===== src/rtl/rr_stream_mux_pkg.sv =====
// Shared constants and helpers for the round-robin stream mux.
package rr_stream_mux_pkg;

    localparam int unsigned DEFAULT_WIDTH = 8;
    localparam int unsigned DEFAULT_N     = 4;
    localparam int unsigned DEFAULT_SEL_W = $clog2(DEFAULT_N);

    // Channel index for the default configuration
    typedef logic [DEFAULT_SEL_W-1:0] idx_t;

    // Next channel index after idx, wrapping from n-1 back to 0
    function automatic int unsigned wrap_inc(int unsigned idx, int unsigned n);
        return (idx + 1 >= n) ? 0 : idx + 1;
    endfunction

endpackage


===== src/rtl/rr_stream_mux_if.sv =====
// Producer/sink bundle for rr_stream_mux. The mux side uses modport slave,
// the environment (producers and sink) uses modport master.
interface rr_stream_mux_if
    import rr_stream_mux_pkg::*;
#(
    parameter int unsigned WIDTH = DEFAULT_WIDTH,
    parameter int unsigned N     = DEFAULT_N
);
    localparam int unsigned SEL_W = $clog2(N);

    logic [N*WIDTH-1:0] in_data;
    logic [N-1:0]       in_valid;
    logic [N-1:0]       in_last;
    logic [N-1:0]       in_ready;
    logic [WIDTH-1:0]   out_data;
    logic               out_last;
    logic [SEL_W-1:0]   out_sel;
    logic               out_valid;
    logic               out_ready;

    modport master (
        output in_data, in_valid, in_last, out_ready,
        input  in_ready, out_data, out_last, out_sel, out_valid
    );

    modport slave (
        input  in_data, in_valid, in_last, out_ready,
        output in_ready, out_data, out_last, out_sel, out_valid
    );

endinterface


===== src/rtl/rr_arbiter.sv =====
// Combinational round-robin arbiter: first requester at or after ptr, mod N.
module rr_arbiter #(
    parameter int unsigned N     = 4,
    parameter int unsigned SEL_W = $clog2(N)
) (
    input  logic [N-1:0]     req,
    input  logic [SEL_W-1:0] ptr,
    output logic [N-1:0]     gnt,
    output logic [SEL_W-1:0] gnt_idx,
    output logic             any
);

    // Scan from farthest to nearest so the channel closest to ptr wins
    always_comb begin
        gnt     = '0;
        gnt_idx = '0;
        for (int off = int'(N) - 1; off >= 0; off--) begin
            if (req[SEL_W'((int'(ptr) + off) % int'(N))]) begin
                gnt                                         = '0;
                gnt[SEL_W'((int'(ptr) + off) % int'(N))]    = 1'b1;
                gnt_idx                                     = SEL_W'((int'(ptr) + off) % int'(N));
            end
        end
    end

    assign any = |req;

endmodule


===== src/rtl/rr_stream_mux.sv =====
// N-input valid/ready stream mux with round-robin arbitration and a
// registered output stage. Define RR_STREAM_MUX_LOCK_EN to hold the grant
// on one channel from the first beat of a packet until its last beat.
module rr_stream_mux
    import rr_stream_mux_pkg::*;
#(
    parameter int unsigned WIDTH = DEFAULT_WIDTH,
    parameter int unsigned N     = DEFAULT_N
) (
    input  logic          clk,
    input  logic          reset,
    rr_stream_mux_if.slave bus
);
    localparam int unsigned SEL_W = $clog2(N);

    logic [SEL_W-1:0] ptr_q, ptr_d;
    logic [WIDTH-1:0] out_data_q, out_data_d;
    logic             out_last_q, out_last_d;
    logic [SEL_W-1:0] out_sel_q, out_sel_d;
    logic             out_valid_q, out_valid_d;
`ifdef RR_STREAM_MUX_LOCK_EN
    logic             lock_q, lock_d;
`endif

    logic [N-1:0]     arb_gnt;
    logic [SEL_W-1:0] arb_idx;
    logic             arb_any;
    logic             free;
    logic             have;
    logic [SEL_W-1:0] sel;
    logic [N-1:0]     gnt_vec;
    logic             xfer;

    rr_arbiter #(
        .N     (N),
        .SEL_W (SEL_W)
    ) u_arb (
        .req     (bus.in_valid),
        .ptr     (ptr_q),
        .gnt     (arb_gnt),
        .gnt_idx (arb_idx),
        .any     (arb_any)
    );

    // Grant selection, ready generation and next-state of the output stage
    always_comb begin
        free = !out_valid_q || bus.out_ready;
`ifdef RR_STREAM_MUX_LOCK_EN
        // While locked the previous winner (still in out_sel) keeps the grant
        sel     = lock_q ? out_sel_q : arb_idx;
        have    = lock_q || arb_any;
        gnt_vec = lock_q ? (N'(1) << out_sel_q) : arb_gnt;
`else
        sel     = arb_idx;
        have    = arb_any;
        gnt_vec = arb_gnt;
`endif
        xfer = have && free && bus.in_valid[sel];

        ptr_d       = ptr_q;
        out_data_d  = out_data_q;
        out_last_d  = out_last_q;
        out_sel_d   = out_sel_q;
        out_valid_d = out_valid_q;
`ifdef RR_STREAM_MUX_LOCK_EN
        lock_d      = lock_q;
`endif
        if (xfer) begin
            out_data_d  = bus.in_data[sel*WIDTH +: WIDTH];
            out_last_d  = bus.in_last[sel];
            out_sel_d   = sel;
            out_valid_d = 1'b1;
`ifdef RR_STREAM_MUX_LOCK_EN
            if (bus.in_last[sel]) begin
                lock_d = 1'b0;
                ptr_d  = SEL_W'(wrap_inc(int'(sel), N));
            end else begin
                lock_d = 1'b1;
            end
`else
            ptr_d = SEL_W'(wrap_inc(int'(sel), N));
`endif
        end else if (bus.out_ready) begin
            out_valid_d = 1'b0;
        end
    end

    // State registers with synchronous reset
    always_ff @(posedge clk) begin
        if (reset) begin
            ptr_q       <= '0;
            out_data_q  <= '0;
            out_last_q  <= 1'b0;
            out_sel_q   <= '0;
            out_valid_q <= 1'b0;
`ifdef RR_STREAM_MUX_LOCK_EN
            lock_q      <= 1'b0;
`endif
        end else begin
            ptr_q       <= ptr_d;
            out_data_q  <= out_data_d;
            out_last_q  <= out_last_d;
            out_sel_q   <= out_sel_d;
            out_valid_q <= out_valid_d;
`ifdef RR_STREAM_MUX_LOCK_EN
            lock_q      <= lock_d;
`endif
        end
    end

    assign bus.in_ready  = free ? gnt_vec : '0;
    assign bus.out_data  = out_data_q;
    assign bus.out_last  = out_last_q;
    assign bus.out_sel   = out_sel_q;
    assign bus.out_valid = out_valid_q;

endmodule


===== src/flat_wrapper.sv =====
// flat-port wrapper written by rule: the top's interface ports become plain ports
module rr_stream_mux_flat import rr_stream_mux_pkg::*;
#(
    parameter int unsigned WIDTH = DEFAULT_WIDTH,
    parameter int unsigned N     = DEFAULT_N
)
  (clk, reset, bus_in_data, bus_in_valid, bus_in_last, bus_out_ready, bus_in_ready, bus_out_data, bus_out_last, bus_out_sel, bus_out_valid);
  rr_stream_mux_if #(.WIDTH(WIDTH), .N(N)) bus_i ();
  input  logic clk;
  input  logic reset;
  input wire logic [$bits(bus_i.in_data)-1:0] bus_in_data;
  input wire logic [$bits(bus_i.in_valid)-1:0] bus_in_valid;
  input wire logic [$bits(bus_i.in_last)-1:0] bus_in_last;
  input wire logic [$bits(bus_i.out_ready)-1:0] bus_out_ready;
  output wire logic [$bits(bus_i.in_ready)-1:0] bus_in_ready;
  output wire logic [$bits(bus_i.out_data)-1:0] bus_out_data;
  output wire logic [$bits(bus_i.out_last)-1:0] bus_out_last;
  output wire logic [$bits(bus_i.out_sel)-1:0] bus_out_sel;
  output wire logic [$bits(bus_i.out_valid)-1:0] bus_out_valid;
  assign bus_i.in_data = bus_in_data;
  assign bus_i.in_valid = bus_in_valid;
  assign bus_i.in_last = bus_in_last;
  assign bus_i.out_ready = bus_out_ready;
  assign bus_in_ready = bus_i.in_ready;
  assign bus_out_data = bus_i.out_data;
  assign bus_out_last = bus_i.out_last;
  assign bus_out_sel = bus_i.out_sel;
  assign bus_out_valid = bus_i.out_valid;
  rr_stream_mux #(.WIDTH(WIDTH), .N(N)) u_core (.clk(clk), .reset(reset), .bus(bus_i));
endmodule

===== config.mk =====
export PLATFORM = sky130hd
export DESIGN_NAME = rr_stream_mux_flat
export DESIGN_NICKNAME = d
export VERILOG_FILES = /design/src/rtl/rr_stream_mux_pkg.sv /design/src/rtl/rr_stream_mux_if.sv /design/src/rtl/rr_arbiter.sv /design/src/rtl/rr_stream_mux.sv /design/src/flat_wrapper.sv
export SDC_FILE = /design/constraint.sdc
export NUM_CORES = 1
export LEC_CHECK = 0
export ABC_AREA = 1
export CAP_MARGIN = 20
export CORE_MARGIN = 2
export CORE_UTILIZATION = 40
export DETAILED_ROUTE_END_ITERATION = 10
export PLACE_DENSITY = 0.88
export SYNTH_ARGS = -nofsm -noshare
export SYNTH_HDL_FRONTEND = slang
export SYNTH_SLANG_ARGS = --single-unit

===== constraint.sdc =====
create_clock -name clk -period 2.7 [get_ports clk]
set_clock_uncertainty 0.2 [all_clocks]
set_input_delay 0.81 -clock clk [delete_from_list [all_inputs] [get_ports clk]]
set_output_delay 0.81 -clock clk [all_outputs]
set_load 0.02 [all_outputs]

==> results of run 1 <==
==> layout make-up <==
| type | count | area, um2 | area share [%] |
|---|---|---|---|
| Timing Repair Buffer | 96 | 877 | 33.8 |
| Multi-Input combinational cell | 170 | 1080 | 41.6 |
| Inverter | 58 | 240 | 9.26 |
| Tap cell | 48 | 60.1 | 2.32 |
| Clock buffer | 4 | 55.1 | 2.12 |
| Sequential cell | 14 | 283 | 10.9 |
==> critical path: stages <==
cell and delay, ns:
sky130_fd_sc_hd__buf_6 0.07, sky130_fd_sc_hd__clkinvlp_4 0.13, sky130_fd_sc_hd__nand2_4 0.11, sky130_fd_sc_hd__buf_4 0.12, sky130_fd_sc_hd__nand3_4 0.09, sky130_fd_sc_hd__nand2_4 0.08, sky130_fd_sc_hd__inv_4 0.05, sky130_fd_sc_hd__buf_4 0.13
sky130_fd_sc_hd__o21ai_1 0.14, sky130_fd_sc_hd__a21oi_2 0.07, sky130_fd_sc_hd__buf_4 0.16
==> sequential cells by signal, indices dropped and copies added, names as in the netlist <==
signal                cells
u_core.bus.out_data       8
u_core.bus.out_valid      1
u_core.bus.out_last       1
u_core.bus.out_sel        2
u_core.ptr_q              2
==> how the worst max path moves through the flow <==
stage	start	endpoint	slack (ns)	depth (start not counted)
after floorplan	bus_in_valid[0]	bus_in_ready[1]	-0.05	10
after global placement	bus_in_valid[0]	bus_in_ready[3]	-1.14	9
after detailed placement	bus_in_valid[0]	bus_in_ready[3]	-1.18	9
after CTS	bus_in_valid[0]	bus_in_ready[3]	-0.25	9
after global routing	bus_in_valid[1]	bus_in_ready[0]	-0.35	13
final	bus_in_valid[1]	bus_in_ready[1]	-0.28	11
==> report_power, final <==
part	switching [mW]	leakage, nW	total, mW	internal (mW)
clock network	0.0693	0.0288	0.198	0.129
registers	0.0568	0.117	0.359	0.302
logic	1.34	1.20	2.46	1.12
==> logic make-up (layout without fill, tap and decap cells) <==
kind of cell    Yosys count  count (layout)  synth area share [%]
buf+inv                  66             158                  18.2
compound gates           25              25                  9.96
fa+ha+maj                 8               8                  6.37
flops                    14              14                  17.8
simple gates            137             137                  47.7
==> layout by cell type, fill, tap and decap left out, types with 2 or more instances in the layout <==
cell and count:
sky130_fd_sc_hd__a21oi_1 4, sky130_fd_sc_hd__a21oi_2 3, sky130_fd_sc_hd__a31oi_2 2, sky130_fd_sc_hd__buf_12 2, sky130_fd_sc_hd__buf_2 2, sky130_fd_sc_hd__buf_4 39, sky130_fd_sc_hd__buf_6 3, sky130_fd_sc_hd__clkbuf_8 4
sky130_fd_sc_hd__clkdlybuf4s50_1 50, sky130_fd_sc_hd__clkinvlp_4 2, sky130_fd_sc_hd__dfxtp_1 12, sky130_fd_sc_hd__dfxtp_2 2, sky130_fd_sc_hd__ha_1 7, sky130_fd_sc_hd__inv_1 46, sky130_fd_sc_hd__inv_2 6, sky130_fd_sc_hd__inv_4 3
sky130_fd_sc_hd__nand2_1 41, sky130_fd_sc_hd__nand2_2 7, sky130_fd_sc_hd__nand2_4 10, sky130_fd_sc_hd__nand3_1 37, sky130_fd_sc_hd__nand3_2 4, sky130_fd_sc_hd__nand3_4 3, sky130_fd_sc_hd__nand3b_1 9, sky130_fd_sc_hd__nor2_1 19
sky130_fd_sc_hd__nor2_2 3, sky130_fd_sc_hd__o211ai_1 3, sky130_fd_sc_hd__o21ai_0 4, sky130_fd_sc_hd__o21ai_1 3
==> repair_timing <==
item	CTS	global route
pin swaps	14	5
setup endpoints to repair	16	4
gates resized for setup	49	2
hold buffers	0	0
setup buffers	2	2
==> per-layer routing <==
metal | vias to the layer above | track usage, %
li1 | 960 | -
met1 | 835 | 22.0
met2 | 66 | 42.8
met3 | 13 | 5.24
met4 | 0 | 7.65
met5 | - | 0
==> through the flow <==
stage                     cell area, um2  util (%)
after detailed placement            2480      66.8
final                               2590      69.8
after floorplan                     1610         -
after global placement              2480      66.8
after CTS                           2570      69.2
after global routing                2590      69.8
==> impl_metrics.yaml, run 1 <==
critical_path:
  length_in_cells_of_the_worst_reg_to_reg_path: 16
  critical_path.reg2reg.endpoint: "u_core.ptr_q[1]"
  worst-r2r-setup-slack_ns: 0.35
  critical_path_class: "primary input to primary output"
  timing.rr.start: "u_core.ptr_q[0]"
  critical_path.max_fanout: 5
  timing.critical_path.to_type: "primary output"
  worstSetupStartpointType: "primary input"
  arrival_ns: 1.97
  critPathRequiredTime_ns: 1.69
finish:
  fillCellCount: 289
  final_layout_size_suffix_gt1_share_pct: 29.5
  area_delta_synth_final_pct: 65.2
  diodes: 0
  finish.net_count: 394
  final_cell_count_no_fill: 390
sta:
  worst_rel_slew_slack_pct: 68.7
  timing.setup.tns_ns: -1.00
  drv_slew: 0
  timing_worst_slew_pin_value_ns: 0.468
  setup_violations: 4
  timing.final.ws_setup_ns: -0.285
  min_period_over_period_pct: 111
  fmaxAchievable_ghz: 0.335
  unrepaired_setup_endpoints_after_global_routing: "true"
  post_layout_minimum_cycle_time_ns: 2.98
  finalHoldViolCount: 0
  fin_worst_hold_slack_ns: 0.285
global_route:
  grt_first_pass_wirelength_um: 7580
  via_count_of_the_first_global_routing_pass: 1888
  globalRouteOverflowTotal: 0
  grt_start_max_net_pins: 20
  track_usage_pct: 21.8
  grt_antenna_before_repair: 0
synthesis:
  synth_ff_type: "sky130_fd_sc_hd__dfxtp_1"
  synth_edf_count: 0
  postSynthCellCount: 250
  synth-seq-cells: 14
  synth.area.top_cells: "sky130_fd_sc_hd__dfxtp_1, sky130_fd_sc_hd__inv_1, sky130_fd_sc_hd__nand3_1, sky130_fd_sc_hd__nand2_1, sky130_fd_sc_hd__ha_1"
  netlist.top_cell.by_area: "sky130_fd_sc_hd__dfxtp_1"
  synth_largest_type_area_fraction_pct: 17.8
  mappedNetlistArea_um2: 1570
  synth_nets: 301
  yosysMostFrequentCell: "sky130_fd_sc_hd__inv_1"
  ys_types: 34
  postSynthAreaPerCell_um2: 6.28
  synth_commonest_cells: "sky130_fd_sc_hd__inv_1, sky130_fd_sc_hd__nand2_1, sky130_fd_sc_hd__nand3_1"
  asyncSetResetFlopFracSynth_pct: 0
  synthesis.yosys.warnings: 0
  ys_seq_area_share_pct: 17.8
placement:
  dp_hpwl_um: 3580
  placement.setup.worst_slack_ns: -1.18
  portBuffers: 58
  placedCellCount: 382
  routabilityCongestion: 0.847
cts:
  cts-root-to-sink-buffers: 2
  worst_skew_pair.late_latency_ns: 0.24
  clock-root-buffer: "sky130_fd_sc_hd__clkbuf_8"
  clock_sinks: 14
  ctsHtreeMaxLevel: 1
  cts-buffers-inserted: 3
  cts_tree: "built"
  clkSlewWorstSetupHoldPaths_ns: 0.05
flow_run:
  maxCapViolCount: 0
floorplanning:
  die_height_um: 66.7
  placeableCoreArea_um2: 3720
  floorplan.die.width_um: 66.7
  fp.dieArea_um2: 4440
  floorplan.initialDensity_pct: 42.3
  ioPinCount: 59
  rows: 22
routing:
  detail_route.first_pass.iterations: 4
  drt-met1-wl_um: 1700
  drt_first_iter_violations: 51
  top_metal_layer_carrying_routed_signals: "met4"
  vias_per_cell: 4.81
  wl_um: 4510
  route.detailed.drc: 0
  antenna_left: 0
  avgRoutedWirePerCell_um: 11.6
  dr_wl_met3_um: 307
  num_vias: 1874
  wl_met2_um: 2380
pwr:
  ir_drop_mv: 0.638
  cellPowerDensity_nw_per_um2: 1160
  cellLeakagePower_nw: 1.35
  total_power_mw: 3.02
min_path:
  worstHoldPathType: "register to register"
  hold_depth: 2
  end_point_of_the_worst_hold_path: "u_core.bus.out_sel[0]"
  hold_path_startpoint: "u_core.bus.out_sel[0]"
outcome:
  run_status: "finished with violations"
  failed_checks: "setup timing"
Power figures use the tool's default switching activity.
==> run 2, diff against run 1 <==
--- a/config.mk
+++ b/config.mk
@@ -10,7 +10,8 @@
 export CORE_MARGIN = 2
 export CORE_UTILIZATION = 40
 export DETAILED_ROUTE_END_ITERATION = 10
-export PLACE_DENSITY = 0.88
+export PLACE_DENSITY = 0.89
 export SYNTH_ARGS = -nofsm -noshare
 export SYNTH_HDL_FRONTEND = slang
+export SYNTH_HIERARCHICAL = 1
 export SYNTH_SLANG_ARGS = --single-unit
==> run 2 against run 1 <==
Effect of this change:
- the flow still finishes with violations (setup timing)
- area after synthesis fell by 2.2%
- count of clock-buffer cells in the layout did not move
- die area is 2.1% lower
- sequential power fell by 5.8%
- sequential cell count stayed put
- final area up 1.8%
- first-iteration DRC count grew 120%
- critical path type unchanged
- largest cell class unchanged
==> impl_metrics.yaml, run 2 <==
min_path:
  end_point_of_the_worst_hold_path: "u_core/bus.out_sel[1]"
  worstHoldPathType: "register to register"
  hold_path_startpoint: "u_core/bus.out_sel[1]"
  hold_depth: 2
critical_path:
  worstPathCellList: "buf_6, nand2_4, nand3_4, buf_4, nand3_1, nand2_1, clkinv_1, nand2_1, nor2_1, nor2_1, inv_1, nor2_4, buf_6"
  timing.critical_path.buf_inv: 5
  critical_path_class: "primary input to primary output"
  worstSetupStartpointType: "primary input"
  critical_path.startpoint: "bus_in_valid[3]"
  critical_path.max_fanout: 3
  crit_path_max_incr_delay_ns: 0.15
  critPathRequiredTime_ns: 1.69
  arrival_ns: 1.83
  critical_path.reg2reg.endpoint: "u_core/bus.out_data[3]"
  critPathTopFamily: "simple AND/OR/NAND/NOR gates"
  timing.rr.start: "u_core/ptr_q[0]"
  critical-path-slowest-cell: "sky130_fd_sc_hd__buf_4"
  timing.critical_path.to_type: "primary output"
  worst-r2r-setup-slack_ns: 0.13
  length_in_cells_of_the_worst_reg_to_reg_path: 15
sta:
  fmaxAchievable_ghz: 0.352
  timing.setup.tns_ns: -0.513
  timing_worst_slew_pin_value_ns: 0.523
  unrepaired_setup_endpoints_after_global_routing: "true"
  drv_slew: 0
  worst_rel_slew_slack_pct: 65.0
  post_layout_minimum_cycle_time_ns: 2.84
  setup_violations: 4
  finalHoldViolCount: 0
  min_period_over_period_pct: 105
  fin_worst_hold_slack_ns: 0.248
  timing.final.ws_setup_ns: -0.143
global_route:
  globalRouteOverflowTotal: 0
  grt_first_pass_wirelength_um: 7890
  via_count_of_the_first_global_routing_pass: 1895
  grt_start_max_net_pins: 27
  grt_antenna_before_repair: 0
  track_usage_pct: 22.9
routing:
  drt_first_iter_violations: 110
  avgRoutedWirePerCell_um: 12.0
  num_vias: 1995
  wl_um: 4920
  vias_per_cell: 4.87
  antenna_left: 0
  detail_route.first_pass.iterations: 4
  route.detailed.drc: 0
floorplanning:
  rows: 22
  die_height_um: 66.0
  placeableCoreArea_um2: 3690
  floorplan.die.width_um: 66.0
  floorplan.initialDensity_pct: 41.6
  ioPinCount: 59
  fp.dieArea_um2: 4350
cts:
  cts_tree: "built"
  cts-root-to-sink-buffers: 2
  clock_sinks: 14
  cts-buffers-inserted: 3
  worst_skew_pair.late_latency_ns: 0.24
  ctsHtreeMaxLevel: 1
  clock-root-buffer: "sky130_fd_sc_hd__clkbuf_8"
  clkSlewWorstSetupHoldPaths_ns: 0.06
synthesis:
  synth_ff_type: "sky130_fd_sc_hd__dfxtp_1"
  postSynthAreaPerCell_um2: 5.60
  netlist.top_cell.by_area: "sky130_fd_sc_hd__nor2_1"
  asyncSetResetFlopFracSynth_pct: 0
  synth_nets: 326
  synth-seq-cells: 14
  mappedNetlistArea_um2: 1540
  synth.area.top_cells: "sky130_fd_sc_hd__nor2_1, sky130_fd_sc_hd__dfxtp_1, sky130_fd_sc_hd__nand2_1, sky130_fd_sc_hd__ha_1, sky130_fd_sc_hd__inv_1"
  synthesis.yosys.warnings: 6
  yosysMostFrequentCell: "sky130_fd_sc_hd__nor2_1"
  synth_edf_count: 0
  synth_largest_type_area_fraction_pct: 19.3
  synth_commonest_cells: "sky130_fd_sc_hd__nor2_1, sky130_fd_sc_hd__nand2_1, sky130_fd_sc_hd__inv_1"
  ys_types: 26
  ys_seq_area_share_pct: 18.3
  postSynthCellCount: 274
finish:
  finish.net_count: 415
  final-seq-area_um2: 283
  post-route-cell-area_um2: 2640
  area_delta_synth_final_pct: 72.0
  fillCellCount: 304
  multiInputGateArea_um2: 1230
  largest_register_ffs: 8
  mostFrequentLayoutCells: "sky130_fd_sc_hd__nor2_1, sky130_fd_sc_hd__nand2_1, sky130_fd_sc_hd__clkdlybuf4s50_1"
  layout.cells.most_common: "sky130_fd_sc_hd__nor2_1"
  diodes: 0
  final_layout_size_suffix_gt1_share_pct: 25.7
  final_cell_count_no_fill: 410
flow_run:
  maxCapViolCount: 0
placement:
  portBuffers: 58
  placedCellCount: 398
  dpl-instance-area_um2: 2370
  dp_hpwl_um: 3550
  routabilityCongestion: 0.853
pwr:
  cellLeakagePower_nw: 1.29
  ir_drop_mv: 0.808
  cellPowerDensity_nw_per_um2: 1290
outcome:
  failed_checks: "setup timing"
  run_status: "finished with violations"
run 2: cell count changes after synthesis, sizes merged, moves of 2 or more:
cell    before  now
inv         58   29
a31oi        2    0
clkinv       0    4
a21oi        7    5
nand3b       9    0
nand2       59   79
o211ai       3    0
o21ai        7   21
nand3       44   20
nor2        22   80
run 2: cells by family after synthesis:
kind of cell / after synthesis / synth area share (%)
adder cells (fa/ha/maj): 9 / 7.34
flip-flops: 14 / 18.3
AO/OA/AOI/OAI: 29 / 10.4
AND/OR/NAND/NOR: 180 / 52.2
buffers and inverters: 42 / 11.7
run 2: layout make-up:
cell class | count | share of cell area (%)
Clock buffer | 4 | 2.09
Tap cell | 48 | 2.27
Multi-Input combinational cell | 219 | 46.5
Sequential cell | 14 | 10.7
Inverter | 33 | 4.88
Timing Repair Buffer | 92 | 33.5
run 2: worst max-delay path by stage:
stage	endpoint	slack, ns	depth (start not counted)
2_1_floorplan	bus_in_ready[3]	0.06	11
3_3_place_gp	bus_in_ready[1]	-1.05	12
3_5_place_dp	bus_in_ready[0]	-1.06	12
4_1_cts	bus_in_ready[0]	-0.14	11
5_1_grt	bus_in_ready[2]	-0.25	12
6_report	bus_in_ready[0]	-0.14	13
run 2: metrics by stage:
stage	worst slack (ns)	utilization, %	total power, mW
floorplan	0.0594	-	2.07
global placement	-1.05	64.4	2.82
detailed placement	-1.06	64.4	2.85
CTS	-0.142	70.3	3.27
global route	-0.251	71.6	3.71
finish	-0.143	71.6	3.41
run 2: timing repair:
action | in CTS | in global routing
gates resized for setup | 77 | 11
hold buffers | 0 | 0
endpoints found under the setup margin | 18 | 16
gates cloned | 0 | 1
pin swaps | 26 | 8
buffers inserted | 6 | 1
run 2: worst min-delay path: cells and delay by family (launching register included):
family	cells	cell delay, ns
DFF	1	0.31
buffers and inverters	1	0.05
AOI/OAI and AO/OA	1	0.05
run 2: report_power, final:
| part | total [mW] | switching, mW | internal (mW) |
|---|---|---|---|
| Sequential | 0.338 | 0.0447 | 0.294 |
| Clock | 0.201 | 0.0722 | 0.129 |
| Combinational | 2.88 | 1.65 | 1.22 |
run 2: layer usage:
metal / GRT usage (%) / wire length (um)
met5: 0 / 0
met4: 9.69 / 178
met3: 4.09 / 306
met2: 44.3 / 2480
met1: 23.9 / 1960
